`config.mk`:
```
export PLATFORM = sky130hd
export DESIGN_NAME = itype_encoder
export DESIGN_NICKNAME = d
export VERILOG_FILES = /design/src/rtl/itype_pkg.sv /design/src/rtl/itype_fifo.sv /design/src/rtl/itype_encoder.sv
export SDC_FILE = /design/constraint.sdc
export NUM_CORES = 1
export LEC_CHECK = 0
export BUFFER_PORTS_ARGS = -buffer_cell sky130_fd_sc_hd__buf_2
export CORE_MARGIN = 2
export CORE_UTILIZATION = 45
export CTS_BUF_LIST = sky130_fd_sc_hd__clkbuf_8 sky130_fd_sc_hd__clkbuf_16
export DETAILED_ROUTE_END_ITERATION = 10
export PLACE_DENSITY_LB_ADDON = 0.15
export SETUP_SLACK_MARGIN = 0.05
export SLEW_MARGIN = 20
export SYNTH_ARGS = -nofsm -noshare
export SYNTH_HDL_FRONTEND = slang
export SYNTH_SLANG_ARGS = --single-unit
export TNS_END_PERCENT = 50
```
`constraint.sdc`:
```
create_clock -name clk -period 10.72 [get_ports clk]
set_input_delay 2.144 -clock clk [delete_from_list [all_inputs] [get_ports clk]]
set_output_delay 2.144 -clock clk [all_outputs]
set_load 0.05 [all_outputs]
```
`src/rtl/itype_pkg.sv`:
```
// Shared definitions for the RV32I I-type encoder: opcodes, funct3 values,
// the NOP word, the field struct and the legality rule.
package itype_pkg;

  // Major opcodes of the I-type instruction groups handled here
  localparam logic [6:0] OPC_OP_IMM = 7'b0010011;
  localparam logic [6:0] OPC_LOAD   = 7'b0000011;
  localparam logic [6:0] OPC_JALR   = 7'b1100111;

  // OP-IMM funct3 values
  localparam logic [2:0] F3_ADDI  = 3'b000;
  localparam logic [2:0] F3_SLLI  = 3'b001;
  localparam logic [2:0] F3_SLTI  = 3'b010;
  localparam logic [2:0] F3_SLTIU = 3'b011;
  localparam logic [2:0] F3_XORI  = 3'b100;
  localparam logic [2:0] F3_SRXI  = 3'b101;
  localparam logic [2:0] F3_ORI   = 3'b110;
  localparam logic [2:0] F3_ANDI  = 3'b111;

  // LOAD funct3 values
  localparam logic [2:0] F3_LB  = 3'b000;
  localparam logic [2:0] F3_LH  = 3'b001;
  localparam logic [2:0] F3_LW  = 3'b010;
  localparam logic [2:0] F3_LBU = 3'b100;
  localparam logic [2:0] F3_LHU = 3'b101;

  // JALR funct3 value
  localparam logic [2:0] F3_JALR = 3'b000;

  // Upper immediate bits (funct7) allowed for the shift-immediate forms
  localparam logic [6:0] F7_ZERO = 7'b0000000;
  localparam logic [6:0] F7_SRA  = 7'b0100000;

  // addi x0,x0,0
  localparam logic [31:0] NOP_INSTR = 32'h0000_0013;

  // Packing order matches the instruction word from bit 31 down to bit 0
  typedef struct packed {
    logic [11:0] imm;
    logic [4:0]  rs1;
    logic [2:0]  funct3;
    logic [4:0]  rd;
    logic [6:0]  opcode;
  } itype_fields_t;

  // True when the fields describe a defined OP-IMM, LOAD or JALR encoding
  function automatic logic itype_is_legal(input itype_fields_t f);
    logic legal;
    legal = 1'b0;
    case (f.opcode)
      OPC_OP_IMM: begin
        case (f.funct3)
          F3_ADDI, F3_SLTI, F3_SLTIU, F3_XORI, F3_ORI, F3_ANDI: legal = 1'b1;
          F3_SLLI: legal = (f.imm[11:5] == F7_ZERO);
          F3_SRXI: legal = (f.imm[11:5] == F7_ZERO) || (f.imm[11:5] == F7_SRA);
          default: legal = 1'b0;
        endcase
      end
      OPC_LOAD: begin
        case (f.funct3)
          F3_LB, F3_LH, F3_LW, F3_LBU, F3_LHU: legal = 1'b1;
          default: legal = 1'b0;
        endcase
      end
      OPC_JALR: legal = (f.funct3 == F3_JALR);
      default:  legal = 1'b0;
    endcase
    return legal;
  endfunction

endpackage

```
`src/rtl/itype_fifo.sv`:
```
// Show-ahead FIFO of DEPTH words. Pointers carry one extra wrap bit so that
// full and empty can be told apart without an occupancy counter.
module itype_fifo #(
  parameter int DEPTH = 4,
  parameter int WIDTH = 32
) (
  input  logic             clk,
  input  logic             rst,
  input  logic             push,
  input  logic             pop,
  input  logic [WIDTH-1:0] wdata,
  output logic [WIDTH-1:0] rdata,
  output logic             full,
  output logic             empty
);

  localparam int AW = $clog2(DEPTH);

  logic [AW:0]      wr_ptr_q, wr_ptr_d;
  logic [AW:0]      rd_ptr_q, rd_ptr_d;
  logic [WIDTH-1:0] mem_q [DEPTH];
  logic             do_push;
  logic             do_pop;

  // Status flags, guarded push/pop and next pointer values
  always_comb begin
    full     = (wr_ptr_q[AW] != rd_ptr_q[AW]) && (wr_ptr_q[AW-1:0] == rd_ptr_q[AW-1:0]);
    empty    = (wr_ptr_q == rd_ptr_q);
    do_push  = push && !full;
    do_pop   = pop && !empty;
    wr_ptr_d = wr_ptr_q + (AW+1)'(do_push);
    rd_ptr_d = rd_ptr_q + (AW+1)'(do_pop);
  end

  // Pointer registers; reset flushes every entry
  always_ff @(posedge clk) begin
    if (rst) begin
      wr_ptr_q <= '0;
      rd_ptr_q <= '0;
    end else begin
      wr_ptr_q <= wr_ptr_d;
      rd_ptr_q <= rd_ptr_d;
    end
  end

  // Storage write; contents need no reset because empty masks the head
  always_ff @(posedge clk) begin
    if (!rst && do_push) begin
      mem_q[wr_ptr_q[AW-1:0]] <= wdata;
    end
  end

  assign rdata = mem_q[rd_ptr_q[AW-1:0]];

endmodule

```
`src/rtl/itype_encoder.sv`:
```
// RV32I I-type instruction encoder feeding the decoder through a small FIFO.
// Optional legality checking is enabled by defining ITYPE_ENC_CHECK_EN; when
// undefined every accepted request is queued and the illegal outputs read 0.
module itype_encoder
  import itype_pkg::*;
#(
  parameter int DEPTH = 4,
  parameter int CNT_W = 16
) (
  input  logic             clk,
  input  logic             rst,
  input  logic             in_valid,
  output logic             in_ready,
  input  logic [6:0]       in_opcode,
  input  logic [4:0]       in_rd,
  input  logic [2:0]       in_funct3,
  input  logic [4:0]       in_rs1,
  input  logic [11:0]      in_imm,
  output logic             out_valid,
  input  logic             out_ready,
  output logic [31:0]      out_instr,
  output logic             illegal,
  output logic [CNT_W-1:0] issued_count,
  output logic [7:0]       illegal_count
);

  itype_fields_t    fields;
  logic [31:0]      word;
  logic             accept;
  logic             push;
  logic             pop_fire;
  logic             fifo_full;
  logic             fifo_empty;
  logic [31:0]      fifo_rdata;
  logic [CNT_W-1:0] issued_count_q, issued_count_d;

  // Pack the request fields and work out the handshakes on both sides
  always_comb begin
    fields.imm    = in_imm;
    fields.rs1    = in_rs1;
    fields.funct3 = in_funct3;
    fields.rd     = in_rd;
    fields.opcode = in_opcode;
    word          = fields;
    accept        = in_valid && !fifo_full;
    pop_fire      = out_ready && !fifo_empty;
  end

`ifdef ITYPE_ENC_CHECK_EN
  logic       legal;
  logic       illegal_q, illegal_d;
  logic [7:0] illegal_count_q, illegal_count_d;

  // Drop illegal requests and track them with a pulse and a saturating count
  always_comb begin
    legal           = itype_is_legal(fields);
    push            = accept && legal;
    illegal_d       = accept && !legal;
    illegal_count_d = illegal_count_q;
    if (illegal_d && (illegal_count_q != 8'hFF)) begin
      illegal_count_d = illegal_count_q + 8'd1;
    end
  end

  // Illegal pulse and count registers
  always_ff @(posedge clk) begin
    if (rst) begin
      illegal_q       <= 1'b0;
      illegal_count_q <= '0;
    end else begin
      illegal_q       <= illegal_d;
      illegal_count_q <= illegal_count_d;
    end
  end

  assign illegal       = illegal_q;
  assign illegal_count = illegal_count_q;
`else
  // Without checking every accepted request goes straight into the queue
  always_comb begin
    push = accept;
  end

  assign illegal       = 1'b0;
  assign illegal_count = '0;
`endif

  itype_fifo #(
    .DEPTH (DEPTH),
    .WIDTH (32)
  ) u_fifo (
    .clk   (clk),
    .rst   (rst),
    .push  (push),
    .pop   (pop_fire),
    .wdata (word),
    .rdata (fifo_rdata),
    .full  (fifo_full),
    .empty (fifo_empty)
  );

  // Count words taken by the consumer; wraps naturally
  always_comb begin
    issued_count_d = issued_count_q + CNT_W'(pop_fire);
  end

  // Issued counter register
  always_ff @(posedge clk) begin
    if (rst) begin
      issued_count_q <= '0;
    end else begin
      issued_count_q <= issued_count_d;
    end
  end

  assign in_ready     = !fifo_full;
  assign out_valid    = !fifo_empty;
  assign out_instr    = fifo_empty ? NOP_INSTR : fifo_rdata;
  assign issued_count = issued_count_q;

endmodule

```
==> results by group <==
Status
  – Status: finished, final reports clean

Route
  – Iteration-0 DRC Markers: 153
  – First drt pass iteration count: 5
  – Vias: 3059
  – Vias per Instance: 4.98
  – Met3 Routed Length: 635 µm
  – Met2 Wirelength: 5250 µm
  – Routed WL per cell: 17.4 µm
  – Drt drc: 0
  – Antenna viol nets, final: 0
  – WL met1: 4580 µm
  – WL final: 10700 µm
  – Top Metal Used: met4

Setup path
  – CP Buf/Inv Count: 1
  – Slowest-stage cell, CP: dfxtp_2
  – RR Startpoint: u_fifo.rd_ptr_q[1]
  – Crit path capture type: primary output
  – Kind of critical path: flop to primary output
  – CP Cell Sequence: xnor2_1, nand2_1, nor2_4, or2_2, buf_2
  – Data arrival, critical path: 2.86 ns
  – Worst endpoint required time: 8.58 ns
  – Worst reg-to-reg setup slack: 7.52 ns
  – Crit path max-delay family: simple AND/OR/NAND/NOR gates
  – Register-to-Register Path Depth: 10
  – Max incr delay on CP: 0.94 ns
  – Startpoint Class: flop
  – RR Endpoint: issued_count[10]
  – CP max FO: 35

Hold path
  – Hold path start: issued_count[8]
  – Hold endpoint: issued_count[8]
  – Hold depth: 2
  – Hold WC Path Type: flop to flop

Timing
  – Fin Clk Skew: 0.0112 ns
  – Min cycle time layout: 5.01 ns
  – Final Cycle Share: 46.7%
  – Unrepaired setup endpoints after global routing: no
  – Max Freq: 200 MHz
  – Setup TNS: 0 ns
  – Slew Viols, Final: 0
  – Slew HR: 37.9%
  – Finish-stage setup viols: 0
  – Worst Tran Pin Value: 0.932 ns
  – Setup WS post-layout: 5.71 ns
  – WHS: 0.540 ns
  – Final Hold Fails: 0

Placed design
  – Dpl ws: 6.04 ns
  – Buffers added on ports: 85
  – Post-DP HPWL: 6410 µm
  – GPL Wtd Cong: 0.711

GRT
  – Vias in the first global route: 3212
  – All-Layer GR Usage: 16.1%
  – Initial antenna violation count: 0
  – Grt ovf: 0
  – First-pass GRT wire length: 16700 µm
  – Largest net degree at the start of global routing: 36

Power and ir drop
  – Clock power frac: 36.3%
  – Maximum vdd drop: 0.000117 V
  – Switch share: 30.0%
  – Comb pwr share: 23.2%
  – Pint: 0.00114 W
  – Pwr/cell area: 227 nW/µm²
  – Share of power burned in registers: 40.6%
  – Leakage: 2.59 nW
  – Switching power: 0.000491 W

Yosys
  – FFs w/ async S/R, synth: 0%
  – Syn. warnings: 0
  – Ys flop type: edfxtp_1
  – Synth Area in Adders: 1.46%
  – Mux share of post-synthesis cell area: 12.9%
  – Post-Synth Simple-Gate Area: 8.66%
  – Synth unique cells: 32
  – Post-Syn Area: 6010 µm²
  – Syn_area_per_cell: 18.4 µm²
  – Count of flip-flops with a built-in enable after synthesis: 128
  – #FFs+latches synth: 150
  – Sequential-to-total area share from yosys stat: 71.3%
  – Synth Instances: 327
  – Post-synthesis compound-gate area fraction: 0.333%
  – Combinational family with the most area after synthesis: multiplexers
  – XOR/XNOR Fraction of Synth Area: 2.33%

Floorplanning
  – Die height: 120 µm
  – Core Region: 13100 µm²
  – Num ports: 95
  – Cell Rows: 42
  – Die W: 120 µm
  – Die area: 14300 µm²
  – Starting density of the core: 45.8%

Final layout
  – Layout area overhead: 19.9%
  – Commonest non-fill, non-tap cell in the layout: edfxtp_1
  – Share of layout cells above drive strength 1: 35.0%
  – Most frequent cells in the layout: edfxtp_1, buf_2, nor2b_1
  – Nets@finish: 467

CTS
  – Clk sinks: 150
  – CTS Hold Bufs: 0
  – TritonCTS Buffers: 17
  – H-Tree Depth: 4
  – Worst-Skew Late Latency: 0.42 ns
  – Post-CTS sizing: 0
  – Clk buf depth: 2
  – Clk root buf: clkbuf_16
  – Post-CTS setup buffer count: 0
  – Worst-path clk slew: 0.06 ns
  – CTS tree: done

Job
  – # Max-Cap Violations: 0
==> per-stage QoR <==
step	power (W)	area, µm²	instances	utilization (%)
CTS	0.00166	7200	613	54.8
finish	0.00164	7210	614	54.9
floorplan	0.000987	6040	335	-
detailed placement	0.00106	6610	581	50.3
global placement	0.00106	6610	581	50.3
global route	0.00170	7210	613	54.9
==> worst register-to-register path, stage by stage, from the launching register on <==
cell,delay (ns)
dfxtp_2,0.94
xnor2_1,0.22
nand2_1,0.11
nor2_4,0.68
nor2b_1,0.17
ha_1,0.25
ha_1,0.23
nand4_2,0.18
nor3_1,0.09
xnor2_1,0.15
nor2_1,0.05
==> layout make-up <==
class | count | area, µm²
inverter | 4 | 15.0
sequential | 150 | 4290
antenna | 1 | 2.50
fill | 1070 | 5930
clock buffer | 17 | 425
timing repair buffer | 93 | 485
multi-input combinational | 158 | 1610
tap | 176 | 220
clock inverter | 15 | 170
==> cell usage after synthesis, types with 2 or more instances <==
library cell / count / share of area (%)
buf_6: 3 / 0.56
nor4_1: 3 / 0.31
o21ai_0: 2 / 0.17
xor2_1: 3 / 0.44
nand3_1: 7 / 0.58
mux4_2: 21 / 7.9
inv_1: 4 / 0.25
nor2_1: 16 / 1.0
dfxtp_1: 22 / 7.3
edfxtp_1: 128 / 64
nor2b_1: 38 / 4.0
xnor2_1: 13 / 1.9
or2_2: 2 / 0.21
buf_2: 7 / 0.58
a21oi_1: 2 / 0.17
nand2_1: 7 / 0.44
or3_1: 2 / 0.21
nor4b_1: 2 / 0.29
buf_4: 9 / 1.1
ha_1: 7 / 1.5
nor3_1: 6 / 0.50
mux4_1: 11 / 4.8
clkbuf_1: 3 / 0.19
==> cells by family (layout without fill, tap and decap cells) <==
logic type                 count (synthesis)  after routing
AOI/OAI and AO/OA                          4              4
xor gates and xnor gates                  16             16
adders and majority gates                  7              7
buffers and inverters                     27            129
DFF                                      150            150
muxes                                     33             33
other                                      1             10
and+or+nand+nor                           89             89
==> flip-flops by register name (all words and copies together) (netlist names) <==
| register | count |
|---|---|
| issued_count | 16 |
| u_fifo.rd_ptr_q | 3 |
| u_fifo.wr_ptr_q | 3 |
| u_fifo.mem_q | 128 |
==> worst max path at each step <==
stage                                    end  cells past startpoint               start
after detailed placement        out_instr[1]                      5  u_fifo.rd_ptr_q[1]
after global placement          out_instr[1]                      5  u_fifo.rd_ptr_q[1]
after floorplan           u_fifo.mem_q[1][0]                      3                 rst
final                           out_instr[1]                      5  u_fifo.rd_ptr_q[1]
after CTS                       out_instr[1]                      5  u_fifo.rd_ptr_q[1]
after global routing            out_instr[1]                      5  u_fifo.rd_ptr_q[1]
==> per-layer routing <==
metal  vias to the layer above  GRT usage (%)
met4                         0           8.01
met5                         -              0
li1                       1443              -
met2                        87           26.0
met3                        12           5.32
met1                      1517           19.4
==> power by group through the flow <==
stage | clock (W) | sequential [W] | combinational, W
after detailed placement | 0 | 0.000676 | 0.000385
final | 0.000593 | 0.000664 | 0.000379
after global routing | 0.000629 | 0.000666 | 0.000404
after CTS | 0.000606 | 0.000664 | 0.000386
after floorplan | 0 | 0.000676 | 0.000312
after global placement | 0 | 0.000675 | 0.000383
(Power assumes the default switching activity.)
